<file path="config.mk">
export PLATFORM = sky130hd
export DESIGN_NAME = sess_flag_ctrl
export DESIGN_NICKNAME = d
export VERILOG_FILES = /design/src/rtl/sess_flag_ctrl.sv
export SDC_FILE = /design/constraint.sdc
export NUM_CORES = 1
export LEC_CHECK = 0
export CORE_ASPECT_RATIO = 0.5
export CORE_MARGIN = 2
export CORE_UTILIZATION = 45
export DETAILED_ROUTE_END_ITERATION = 8
export HOLD_SLACK_MARGIN = 0.05
export PLACE_DENSITY = 0.65
export SLEW_MARGIN = 10
export SYNTH_ARGS = -nofsm -noshare
export SYNTH_HDL_FRONTEND = slang
export SYNTH_SLANG_ARGS = --single-unit
</file>
<file path="constraint.sdc">
create_clock -name clk -period 3.15 [get_ports clk]
set_input_delay 0.7875 -clock clk [delete_from_list [all_inputs] [get_ports clk]]
set_output_delay 0.7875 -clock clk [all_outputs]
set_load 0.01 [all_outputs]
</file>
<file path="src/rtl/sess_flag_ctrl.sv">
// Session flag controller: holds the inventory session flags, services
// NVM read/write handshakes and decays sessions S1 and up on a tick timebase.
module sess_flag_ctrl #(
    parameter int NSESS      = 4,
    parameter int AW         = 2,
    parameter int PW         = 12,
    parameter int S1_PERSIST = 500,
    parameter int SX_PERSIST = 2000
) (
    input  logic             clk,
    input  logic             rst_n,
    input  logic             init_srd_pulse,
    input  logic             par_srd_pulse,
    input  logic             swr_pulse,
    input  logic [AW-1:0]    saddr,
    input  logic             swr_data,
    input  logic [NSESS-1:0] sdin,
    input  logic             sack,
    input  logic             tick,
    output logic             SRD,
    output logic             SWR,
    output logic [NSESS-1:0] S_FLAGS,
    output logic [NSESS-1:0] UPD,
    output logic             BUSY
);

    typedef enum logic [1:0] {IDLE, RD, WR} state_t;

    localparam logic [AW:0]   NS_LIM = (AW+1)'(NSESS);
    localparam logic [PW-1:0] LD_S1  = PW'(S1_PERSIST);
    localparam logic [PW-1:0] LD_SX  = PW'(SX_PERSIST);

    state_t           state, state_nx;
    logic             srd_nx, swr_nx, busy_nx;
    logic [NSESS-1:0] flags_nx, upd_nx;
    logic [PW-1:0]    cnt    [1:NSESS-1];
    logic [PW-1:0]    cnt_nx [1:NSESS-1];

    logic             pend_v, pend_v_nx;
    logic [AW-1:0]    pend_a, pend_a_nx;
    logic             pend_d, pend_d_nx;

    logic             rd_req, wr_ok, latch_wr, do_rd, do_wr;
    logic [AW-1:0]    wr_a;
    logic             wr_d;

    assign rd_req = init_srd_pulse | par_srd_pulse;
    assign wr_ok  = swr_pulse && ({1'b0, saddr} < NS_LIM);

    // Transaction sequencing: choose next state, handshake levels and pending-slot update
    always_comb begin
        state_nx  = state;
        srd_nx    = SRD;
        swr_nx    = SWR;
        do_rd     = 1'b0;
        do_wr     = 1'b0;
        latch_wr  = 1'b0;
        wr_a      = saddr;
        wr_d      = swr_data;
        pend_v_nx = pend_v;
        pend_a_nx = pend_a;
        pend_d_nx = pend_d;
        unique case (state)
            IDLE: begin
                // A queued write goes first; anything arriving alongside it is queued or dropped
                if (pend_v) begin
                    do_wr     = 1'b1;
                    wr_a      = pend_a;
                    wr_d      = pend_d;
                    pend_v_nx = 1'b0;
                    latch_wr  = wr_ok;
                end else if (rd_req) begin
                    state_nx = RD;
                    srd_nx   = 1'b1;
                    latch_wr = wr_ok;
                end else if (wr_ok) begin
                    do_wr = 1'b1;
                end
            end
            RD: begin
                latch_wr = wr_ok;
                if (sack) begin
                    do_rd    = 1'b1;
                    srd_nx   = 1'b0;
                    state_nx = IDLE;
                end
            end
            WR: begin
                latch_wr = wr_ok;
                if (sack) begin
                    swr_nx   = 1'b0;
                    state_nx = IDLE;
                end
            end
            default: state_nx = IDLE;
        endcase
        if (do_wr) begin
            state_nx = WR;
            swr_nx   = 1'b1;
        end
        if (latch_wr) begin
            pend_v_nx = 1'b1;
            pend_a_nx = saddr;
            pend_d_nx = swr_data;
        end
        busy_nx = (state_nx != IDLE);
    end

    // Flag and persistence update: decay first, then a read load or write overrides it
    always_comb begin
        flags_nx = S_FLAGS;
        upd_nx   = '0;
        cnt_nx   = cnt;
        for (int unsigned k = 1; k < NSESS; k++) begin
            if (tick && cnt[k] != '0) begin
                cnt_nx[k] = cnt[k] - PW'(1);
                if (cnt[k] == PW'(1)) begin
                    flags_nx[k] = 1'b0;
                    upd_nx[k]   = 1'b1;
                end
            end
        end
        if (do_rd) begin
            flags_nx = sdin;
            upd_nx   = '0;
            for (int unsigned k = 1; k < NSESS; k++)
                cnt_nx[k] = sdin[k] ? ((k == 1) ? LD_S1 : LD_SX) : '0;
        end
        if (do_wr) begin
            for (int unsigned k = 0; k < NSESS; k++) begin
                if (wr_a == AW'(k)) begin
                    flags_nx[k] = wr_d;
                    upd_nx[k]   = 1'b1;
                end
            end
            for (int unsigned k = 1; k < NSESS; k++) begin
                if (wr_a == AW'(k))
                    cnt_nx[k] = wr_d ? ((k == 1) ? LD_S1 : LD_SX) : '0;
            end
        end
    end

    // FSM state and handshake output registers
    always_ff @(posedge clk or negedge rst_n) begin
        if (!rst_n) begin
            state <= IDLE;
            SRD   <= 1'b0;
            SWR   <= 1'b0;
            BUSY  <= 1'b0;
        end else begin
            state <= state_nx;
            SRD   <= srd_nx;
            SWR   <= swr_nx;
            BUSY  <= busy_nx;
        end
    end

    // Flag, strobe, persistence counter and pending-slot registers
    always_ff @(posedge clk or negedge rst_n) begin
        if (!rst_n) begin
            S_FLAGS <= '0;
            UPD     <= '0;
            pend_v  <= 1'b0;
            pend_a  <= '0;
            pend_d  <= 1'b0;
            for (int unsigned k = 1; k < NSESS; k++)
                cnt[k] <= '0;
        end else begin
            S_FLAGS <= flags_nx;
            UPD     <= upd_nx;
            pend_v  <= pend_v_nx;
            pend_a  <= pend_a_nx;
            pend_d  <= pend_d_nx;
            cnt     <= cnt_nx;
        end
    end

endmodule

</file>
==> impl_metrics.ini <==
[critical_path]
worstSetupEndpointType = register
cp_data_required_time_ns = 3.31
crit_path_top_delay_cell = clkdlybuf4s50_1
start_kind = input port
timing.critical_path.slowest_cell_delay_ns = 0.70
criticalPathCategory = in2reg
reg2regPathDepth = 7
arrival_ns = 2.69
flop_to_flop_setup_slack_ns = 0.70
crit_fanout = 10
endpoint_of_the_worst_slack_reg_to_reg_timing_path = cnt[7]$_DFF_PN0_
critical_path.reg2reg.startpoint = state[0]$_DFF_PN0_
path_cells = clkdlybuf4s50_1 -> or3b_1 -> or4_4 -> o31ai_1 -> a31oi_1

[power]
ir_drop_mv = 0.3794
power.static_leakage_nw = 1.449
final_total_power_mw = 3.204
powerDensity_mw_per_mm2 = 893.9

[global_routing]
gr-usage-met3_pct = 4.653
grtUsageMet1_pct = 26.48
antenna_found_initial = 0
global_route.usage.total_pct = 19.61
grt_pass1_vias = 2523
gr-usage-met2_pct = 31.60
globalRoute.totalOverflow = 0
grt_busiest_layer = met2
grt_pass1_wl_mm = 11.90
grt_start_max_net_pins = 33

[floorplan]
num_rows = 21
io_pins = 25
die_width_um = 121.2
die_area_mm2 = 0.007587
die_h_um = 62.60
coreArea_mm2 = 0.006674
start_util_pct = 46.31

[synthesis]
synthesis.nets = 349
synth-edff-count = 0
seq_area_frac_synth_pct = 42.91
leading_register_cell_type_out_of_synthesis = dfrtp_1
synthArstFlopShare_pct = 100.0
synth.avg_cell_area_um2 = 9.598
ys_ff_latch = 53
syn_inst = 322
synth.yosys.warnings = 0
syn_area_mm2 = 0.003090
synth.lib_cells_used.distinct = 57

[clocking]
cts_num_sinks = 53
path_clk_slew_ns = 0.06
cts-resized-gates = 0
cts_setup_buffers = 0
number_of_buffers_created_by_cts = 5
clock_tree_from_tritoncts = yes
clk_root_buffer_cell = clkbuf_16
clock_tree.buffer_depth = 2
htree_levels = 2
postCtsHoldBufs = 0
clock_insertion_delay_at_the_later_pin_of_the_skew_report_ns = 0.30

[hold_path]
hold_depth = 2
hold_path.class = reg2reg
hold-path-endpoint = SWR$_DFFE_PN0P_
min_from = SWR$_DFFE_PN0P_

[timing]
timing.final.hold_violations = 0
setup_violations = 0
timing.clock.skew_ns = 0.004498
final.min_clock_period_ns = 2.530
period_share_pct = 80.33
slew_headroom_pct = 51.73
worst_pin_slew_ns = 0.7240
slew_violations = 0
maxClockFrequency_mhz = 395.2
timing.hold.ws_ns = 0.4941
rsz0062_at_grt = false
finalSetupTns_ns = 0

[final_layout]
layout-area-overhead-vs-synth_pct = 15.99
finalNonFillerCells = 442
finalNetCount = 377
drive_above_1_share_pct = 9.714
layout.filler_cells = 624
diodes = 0
design_area_mm2 = 0.003585

[drt]
detailedRoute.firstIterationViolations = 128
drt_drc_violations_left = 0
ant_nets = 0
num_vias = 2459
detailedRoute.firstPassIterationCount = 4
viasPerCell = 5.563
detail_route.wl_per_cell_um = 14.90
total_wirelength_of_the_detailed_routed_design_mm = 6.585

[placed_design]
dpl_hpwl_mm = 4.955
count_of_buffers_inserted_at_the_top_level_ports = 24
placed_cells = 435
placed_cell_area_mm2 = 0.003442
place_congestion = 0.8633

[outcome]
status = complete, no violations

[flow_run]
timing.max_cap.violations = 0
## cells in the mapped netlist, drive strengths merged, types with 2 or more instances
cell,count,area (µm²)
nand3b,4,30.03
inv,12,45.04
o31ai,2,15.01
ha,13,162.7
a21o,2,15.01
nand4,3,18.77
nand2,25,93.84
xnor2,11,96.34
dfrtp,53,1326
nor4b,6,65.06
o21bai,2,15.01
clkbuf,5,18.77
a211oi,3,27.52
nand3,9,45.04
xor2,9,78.83
or2,5,31.28
o21ai,15,75.07
and4,2,17.52
and2,4,25.02
nor3b,2,20.02
nor3,10,70.07
mux2,5,60.05
or4,3,30.03
a31oi,8,65.06
a21oi,25,128.9
a22oi,2,15.01
nor4,11,93.84
nand4b,3,26.28
o31a,2,17.52
buf,2,10.01
nand2b,2,12.51
o311ai,2,17.52
nor2,36,135.1
and3,2,12.51
or3,7,43.79
nor2b,3,18.77
mux2i,4,40.04
## registers in the layout (all words and copies together), names as in the netlist
register  flops
SRD           1
S_FLAGS       4
pend_a        2
SWR           1
BUSY          1
pend_v        1
cnt          36
pend_d        1
state         2
UPD           4
## report_power, final
part	switching (mW)	total (mW)	internal [mW]
sequential	0.331	1.31	0.978
clock	0.239	0.552	0.313
combinational	0.715	1.34	0.629
total	1.28	3.20	1.92
## layer usage
metal / vias up / share of wire (%) / wire length [µm]
met3: 8 / 3.4 / 225
met5: - / 0 / 0
li1: 1216 / - / -
met4: 0 / 1.2 / 81
met2: 38 / 46 / 3041
met1: 1197 / 49 / 3236
## cell usage in the layout, fill, tap and decap left out, types with 5 or more instances in the layout
cell,Yosys,layout
dfrtp_1,53,53
xor2_1,9,9
ha_1,13,13
inv_1,12,12
a21oi_1,24,24
nor2_1,36,36
nand2_1,25,25
nand3_1,9,9
a31oi_1,7,7
clkbuf_16,0,5
nor4_1,7,7
or3_1,7,7
nor3_1,6,6
xnor2_1,11,11
clkdlybuf4s50_1,0,23
o21ai_0,12,12
## worst max path at each step
stage / startpoint / endpoint
after global placement: tick / cnt[19]$_DFF_PN0_
final: tick / cnt[19]$_DFF_PN0_
after CTS: tick / cnt[19]$_DFF_PN0_
after global routing: state[1]$_DFF_PN0_ / cnt[6]$_DFF_PN0_
after detailed placement: tick / cnt[19]$_DFF_PN0_
after floorplan: tick / cnt[19]$_DFF_PN0_
## per-stage QoR
stage               utilization [%]  setup slack (ns)
floorplan                         -             1.120
global placement              51.57            0.3548
detailed placement            51.57            0.3177
CTS                           53.71            0.6209
global route                  53.71            0.5135
finish                        53.71            0.6197
## logic make-up after synthesis
family	Yosys count	synth area share, %
fa+ha+maj	13	5.263
compound gates	67	13.68
xor+xnor	20	5.668
flops	53	42.91
simple gates	141	26.84
buf+inv	19	2.389
mux	9	3.239
## worst max-delay path, delay by kind of cell
family	cells	cell delay, ns
AO/OA/AOI/OAI	2	0.30
buffers and inverters	1	0.70
AND/OR/NAND/NOR	2	0.90
## cell type report
class | instances | area [µm²] | share of cell area, %
multi-input combinational | 250 | 1690 | 47.16
clock buffer | 7 | 142.6 | 3.979
sequential | 53 | 1326 | 37.00
timing repair buffer | 28 | 265.3 | 7.400
tap | 92 | 115.1 | 3.211
inverter | 12 | 45.04 | 1.257
No activity file was read; power rests on OpenSTA's default activity.
